--- src/rtl/muldiv32_unit.sv ---
`default_nettype none
// +--------------------------------------------------------------------------+
// | muldiv32_unit : iterative 32-bit unsigned MUL/MULHU/DIVU/REMU unit that  |
// |                 issues a one-cycle register-file write with the result.  |
// | Revision      : 1.0                                                      |
// +--------------------------------------------------------------------------+
module muldiv32_unit #(
  parameter int XLEN = 32
) (
  input  logic            clk,
  input  logic            rst_n,
  input  logic            start,
  input  logic [1:0]      op,
  input  logic [XLEN-1:0] opa,
  input  logic [XLEN-1:0] opb,
  input  logic [4:0]      wa_in,
  output logic            busy,
  output logic            werf_out,
  output logic [4:0]      wa_out,
  output logic [XLEN-1:0] wd_out
);

  typedef enum logic [1:0] {
    S_IDLE = 2'd0,
    S_RUN  = 2'd1,
    S_DONE = 2'd2
  } state_t;

  localparam logic [5:0] c_last = 6'(XLEN - 1);

  state_t              r_state;
  logic [1:0]          r_op;
  logic [XLEN-1:0]     r_a;
  logic [XLEN-1:0]     r_b;
  logic [4:0]          r_wa;
  logic [5:0]          r_count;
  logic [2*XLEN-1:0]   r_acc;

  logic [XLEN:0]       w_sum;
  logic [XLEN:0]       w_prem;
  logic [XLEN-1:0]     w_diff;
  logic [XLEN-1:0]     w_rem;
  logic                w_ge;

  // Multiply: add the multiplicand into the high half, then shift the whole product right.
  assign w_sum  = {1'b0, r_acc[2*XLEN-1:XLEN]} + {1'b0, (r_b[0] ? r_a : {XLEN{1'b0}})};

  // Divide: high half is the partial remainder, low half collects quotient bits.
  assign w_prem = {r_acc[2*XLEN-1:XLEN], r_a[XLEN-1]};
  assign w_ge   = (w_prem >= {1'b0, r_b});
  assign w_diff = w_prem[XLEN-1:0] - r_b;
  assign w_rem  = w_ge ? w_diff : w_prem[XLEN-1:0];

  // The write cycle itself still counts as busy so issue stays stalled until it retires.
  assign busy = (r_state != S_IDLE) || werf_out;

  always_ff @(posedge clk or negedge rst_n) begin
    if (!rst_n) begin
      r_state  <= S_IDLE;
      r_op     <= 2'd0;
      r_a      <= '0;
      r_b      <= '0;
      r_wa     <= 5'd0;
      r_count  <= 6'd0;
      r_acc    <= '0;
      werf_out <= 1'b0;
      wa_out   <= 5'd0;
      wd_out   <= '0;
    end else begin
      werf_out <= 1'b0;
      case (r_state)
        S_IDLE: begin
          if (start) begin
            r_op    <= op;
            r_a     <= opa;
            r_b     <= opb;
            r_wa    <= wa_in;
            r_count <= 6'd0;
            if (op[1] && (opb == '0)) begin
              r_acc   <= {opa, {XLEN{1'b1}}};
              r_state <= S_DONE;
            end else begin
              r_acc   <= '0;
              r_state <= S_RUN;
            end
          end
        end
        S_RUN: begin
          if (r_op[1]) begin
            r_acc <= {w_rem, r_acc[XLEN-2:0], w_ge};
            r_a   <= r_a << 1;
          end else begin
            r_acc <= {w_sum, r_acc[XLEN-1:1]};
            r_b   <= r_b >> 1;
          end
          r_count <= r_count + 6'd1;
          if (r_count == c_last) begin
            r_state <= S_DONE;
          end
        end
        S_DONE: begin
          werf_out <= 1'b1;
          wa_out   <= r_wa;
          wd_out   <= r_op[0] ? r_acc[2*XLEN-1:XLEN] : r_acc[XLEN-1:0];
          r_state  <= S_IDLE;
        end
        default: begin
          r_state <= S_IDLE;
        end
      endcase
    end
  end

endmodule
`default_nettype wire

--- config.mk ---
export PLATFORM = sky130hd
export DESIGN_NAME = muldiv32_unit
export DESIGN_NICKNAME = d
export VERILOG_FILES = /design/src/rtl/muldiv32_unit.sv
export SDC_FILE = /design/constraint.sdc
export NUM_CORES = 1
export LEC_CHECK = 0
export BUFFER_PORTS_ARGS = -buffer_cell sky130_fd_sc_hd__buf_2
export CORE_MARGIN = 4
export CORE_UTILIZATION = 40
export DETAILED_ROUTE_END_ITERATION = 16
export GPL_TIMING_DRIVEN = 0
export SLEW_MARGIN = 20
export SYNTH_ARGS = -nofsm -noshare
export SYNTH_HDL_FRONTEND = slang
export SYNTH_SLANG_ARGS = --single-unit
--- constraint.sdc ---
create_clock -name clk -period 3.1 [get_ports clk]
set_clock_uncertainty 0.05 [all_clocks]
set_input_delay 0.62 -clock clk [delete_from_list [all_inputs] [get_ports clk]]
set_output_delay 0.62 -clock clk [all_outputs]
set_load 0.02 [all_outputs]
Word level (Yosys, flattened, before mapping):

Index checks and enable logic that the tools add are counted.

* $lt $le $gt $ge: 1
* shift operators: 0
* reduce and logical (&&, ||, !) cells: 11
* $add $sub $neg: 3
* multiply operators: 0
* mux-type cells: 20
* equality and inequality tests: 7
* bitwise gates (word level): 0
* divide/modulo/power cells: 0

Operators by type and width (number)
* 2-to-1 mux 32 bit: 7
* 2-to-1 mux 64 bit: 3
* one-hot mux 32 bit (2 select lines): 2
* one-hot mux 64 bit (2 select lines): 1
* adder 32 x 32 -> 33 bit: 1
* >= comparator 33 x 32 -> 1 bit: 1
* zero test 32 bit: 1
* subtractor 32 bit: 1
* one-hot mux 6 bit (2 select lines): 1
* inequality test 2 bit (second input constant): 4
* adder 6 x 1 -> 6 bit (second input constant): 1
* equality test 6 x 5 -> 1 bit (second input constant): 1
* 2-to-1 mux 2 bit: 3
* 2-to-1 mux 6 bit: 1
* AND reduction 2 bit: 3
* AND reduction 3 bit: 2
* one-hot mux 2 bit (2 select lines): 1
* nonzero test 2 bit: 2
* equality test 2 x 1 -> 1 bit (second input constant): 1
* equality test 2 bit (second input constant): 1
* zero test 2 bit: 1
* logical AND 1 bit: 1
* logical OR 1 bit: 1
* 2-to-1 mux 1 bit: 1

* RAM bits: 0
* memories kept: 0
* bits in latches: 0
* output and inout bits: 39
* register bits: 181
* logic and storage cells: 52
* input port bits: 74
* ROM bits: 0

Logic depth before layout (Yosys ltp):

* word-level depth: 5
* depth in mapped cells: 14
* mapped depth without buffers: 13

Least setup slack after synthesis:

No wires, ideal clock.

* path kind: register -> register
* start point: reg r_b[0]
* end point: reg r_acc[61]
* slack: -164 ps
* required time: 2926 ps
* path buffers: 1
* arrival time: 3090 ps
* clock period less this slack: 3264 ps
* setup time: 124 ps
* cell stages (with the launch flop): 14
* cell sequence: dfrtp_1 > clkbuf_1 > and2_1 > ha_1 > fa_1 > a211oi_1 > o21ai_0 > o2bb2ai_1 > a2bb2oi_2 > a31oi_1 > a31o_2 > o31ai_1 > a21o_1 > a211o_1

* longest elaborated chain between the ends: 4
* elaborated cells on any way between the ends: 7
* those cells by class: 2 x add/sub; 1 x order compare; 4 x mux

RTL lines
* start: declaration: RTL line 34 `logic [XLEN-1:0] r_b;`
* start signal: assignment: RTL line 76 `r_b <= opb;`
* start signal: assignment: RTL line 94 `r_b <= r_b >> 1;`
* 2-to-1 mux 32 bit, or another cell as far along: RTL line 46 `assign w_sum = {1'b0, r_acc[2*XLEN-1:XLEN]} + {1'b0, (r_b[0] ? r_a : {XLEN{1'b0}})};`
* adder 32 x 32 -> 33 bit / 2-to-1 mux 32 bit (equally long branches): RTL line 46, 52
* 2-to-1 mux 64 bit *: RTL line 89 `if (r_op[1]) begin`
* one-hot mux 64 bit (2 select lines) *: RTL line 71 `case (r_state)`
* end signal: assignment: RTL line 80 `r_acc <= {opa, {XLEN{1'b1}}};`
* end signal: assignment: RTL line 90 `r_acc <= {w_rem, r_acc[XLEN-2:0], w_ge};`
* end signal: assignment: RTL line 93 `r_acc <= {w_sum, r_acc[XLEN-1:1]};`
* end: declaration: RTL line 37 `logic [2*XLEN-1:0] r_acc;`

Mark *: on every way between the ends. The rest lies on a longest branch, timed or not.
A chain may end at the register's enable or synchronous reset.

Worst setup path in the final report:

* start point: reg r_b[0]
* end point: reg r_acc[52]

The elaborated chain is that of the path after synthesis.

==> flow_summary_export.csv <==
group,metric,value,unit
routing,first_pass_iters,6,
die,die_h,184.4,um
layout,instances_no_fill,2092,
clock_tree,path_clk_slew,90,ps
sta,holdWs,297.8,ps
layout,antenna_cells,0,
setup_path,worst-path-max-fanout,7,
yosys,yosysMostFrequentCell,"nand2_1",
placement,dp_cells,2031,
yosys,synth_fp_nets,1663,
yosys,yosysTopAreaCell,"dfrtp_1",
clock_tree,cts_root_buf,"clkbuf_16",
clock_tree,cts.sinks,181,
die,initial_utilization,40.58,%
yosys,synth_area_leaders,"dfrtp_1 36%, nand2_1 8.8%, ha_1 6.6%",
yosys,yosys_register_bits,181,
routing,postRouteAntennaNets,0,
layout,nNetsFinal,1825,
sta,setup_viol,30,
die,core,30670,um^2
yosys,syn_inst,1521,
yosys,yosys.cell_types.count,70,
sta,fin_crit,3353,ps
yosys,synth-simple-area-share,20.11,%
yosys,yosys_warnings,0,
yosys,synth-adder-area-share,6.958,%
clock_tree,cts_buffers,17,
setup_path,cpMaxStageDelayCell,"dfrtp_2",
yosys,synth_area_per_cell,8.182,um^2
clock_tree,clockBufferDepth,2,
sta,hold_viol,0,
grt,grt_pass1_vias,11684,
routing,viasPerCell,5.870,
yosys,ys_seq_area_share,36.40,%
routing,num_vias,12279,
routing,drc_errors,0,
routing,drt-initial-drc-count,1221,
routing,wire_per_inst,20.83,um
sta,maxSlewHeadroom,36.38,%
yosys,ys.flop_type,"dfrtp_1",
sta,setup_slack,-252.9,ps
sta,grt_setup_unrepaired,"true",
clock_tree,clk_latency,460,ps
setup_path,worstPathArrival,3660,ps
sta,tns,-3984,ps
grt,antenna_found_initial,0,
placement,routabilityCongestion,0.9037,
yosys,netlist_top_cells_count,"291 x nand2_1, 181 x dfrtp_1, 127 x nor2_1",
setup_path,cp-end-kind,"flop",
sta,maxSlewViolCount,0,
placement,dp_hpwl,31.79,mm
setup_path,cp_common_cell,"buf_4",
grt,grtUsageTotal,24.98,%
yosys,async_reset_ff_share,100.0,%
sta,tightest_slew,954.3,ps
layout,fillers,2986,
layout,area_growth,21.95,%
yosys,synth-edff-count,0,
yosys,muxShareOfSynthArea,4.625,%
setup_path,crit_type,"flop to flop",
setup_path,critPathBufInv,4,
setup_path,startpoint_type,"flop",
yosys,synth_top_family_by_area,"compound AO/OA/AOI/OAI gates",
setup_path,crit_chain,"buf_4, ha_4, nor2b_4, o31a_1, o41a_4, a41oi_4, o21ba_4, a21oi_4, buf_4, buf_6, clkbuf_16, mux2i_2, a221oi_2",
routing,wirelength,43.58,mm
layout,drive_above_1_share,17.63,%
die,boundaryPins,113,
die,row_count,64,
clock_tree,cts_max_level,4,
yosys,synth-compound-area-share,23.57,%
die,dieArea,34000,um^2
outcome,violations,"setup timing",
flow_run,drv_cap,0,
grt,grt_max_degree,90,
setup_path,crit_required,3400,ps
yosys,synth_top_area_share,36.40,%
min_path,min_path_type,"input pin to flop",
die,die_w,184.4,um
setup_path,cp_top_family,"compound AO/OA/AOI/OAI gates",
clock_tree,cts_tree,"done",
placement,port_buffers,112,
setup_path,max_stage_delay,500,ps
grt,grt_pass1_wl,66.70,mm
sta,fin_crit_sh,108.2,%
yosys,netlist_area,12440,um^2
yosys,synthXorXnorAreaFrac,3.730,%
sta,max_freq,0.2982,GHz
grt,overflow,0,
outcome,status,"finished with violations",
[final timing paths]
kind	to	start	cells past startpoint	slack [ps]
setup reg to reg	r_acc[52]	r_b[0]	13	-250
hold reg to reg	wa_out[2]	wa_out[2]	2	420
min in group asynchronous	wd_out[7]	rst_n	2	550
max in group asynchronous	r_acc[57]	rst_n	4	1400
hold / removal	r_wa[3]	wa_in[3]	3	300
setup / recovery	r_acc[52]	r_b[0]	13	-250
[cell families after synthesis]
logic type	count (synthesis)
AO/OA/AOI/OAI	445
XOR/XNOR	53
adder cells (fa/ha/maj)	68
buffers and inverters	147
flip-flops	181
multiplexers	57
AND/OR/NAND/NOR	570
[placed cells by master (no fill, tap or decap), types with 6 or more instances in the layout]
master / count
ha_1: 42
inv_1: 47
nor3_1: 11
nor4_1: 7
a21oi_1: 67
o21ai_0: 70
and2_1: 34
mux2i_1: 48
buf_4: 29
nor2_1: 122
xnor2_1: 28
dfrtp_2: 9
ha_4: 18
nand2_1: 290
o21a_1: 12
buf_6: 7
o21ai_1: 6
o22ai_1: 7
nand4_1: 12
nor2b_1: 37
a211oi_1: 37
o21bai_1: 8
buf_2: 115
o211ai_1: 15
ha_2: 6
a21o_1: 26
clkinv_8: 7
a31oi_1: 112
clkbuf_1: 75
a22oi_1: 6
clkbuf_16: 19
nand3_1: 19
a21oi_2: 7
dfrtp_1: 172
xor2_1: 23
[per-layer routing]
layer  GRT usage (%)  vias to the layer above  wire length [um]
li1                -                     5752                 -
met1           35.69                     5914             19370
met2           39.65                      531             19460
met3           4.164                       82              3610
met4           6.241                        0              1139
met5               0                        -                 0
[metrics by stage]
step,area [um^2],setup slack [ps],util [%]
after floorplan,12460,-5.153,-
after global placement,13510,-1786,44.06
after detailed placement,13590,-926.8,44.30
after CTS,14750,-182.4,48.09
after global routing,15180,-311.0,49.48
final,15180,-252.9,49.48
[tightest hold or removal path: stages]
cell     delay (ps)
buf_2            70
nand2_1          40
nand2_1          40
[sequential cells by signal (all words and copies together) (netlist names)]
register / count
r_count: 6
wd_out: 32
r_state: 2
wa_out: 5
r_acc: 64
r_op: 2
r_wa: 5
werf_out: 1
r_a: 32
r_b: 32
[area by class of cell]
| cell class | count | area [um^2] | area share [%] |
|---|---|---|---|
| buffer | 90 | 402.9 | 2.655 |
| clock buffer | 17 | 425.4 | 2.803 |
| inverter | 49 | 183.9 | 1.212 |
| timing repair buffer | 151 | 963.4 | 6.348 |
| tap | 396 | 495.5 | 3.265 |
| clock inverter | 15 | 186.4 | 1.228 |
| sequential | 181 | 4541 | 29.92 |
| multi-input combinational | 1193 | 7978 | 52.57 |
[timing repair]
item / in CTS / in global routing
resized for setup: 79 / 66
endpoints found under the setup margin: 33 / 33
cloned: 1 / 1
setup buffers: 18 / 16
endpoints found under the hold margin: 30 / 0
pin swaps: 29 / 23
hold buffers: 1 / 0
Power is left out: the tool's default activity adds up to more than one toggle a clock period on the data nets, which glitch-free logic cannot reach.
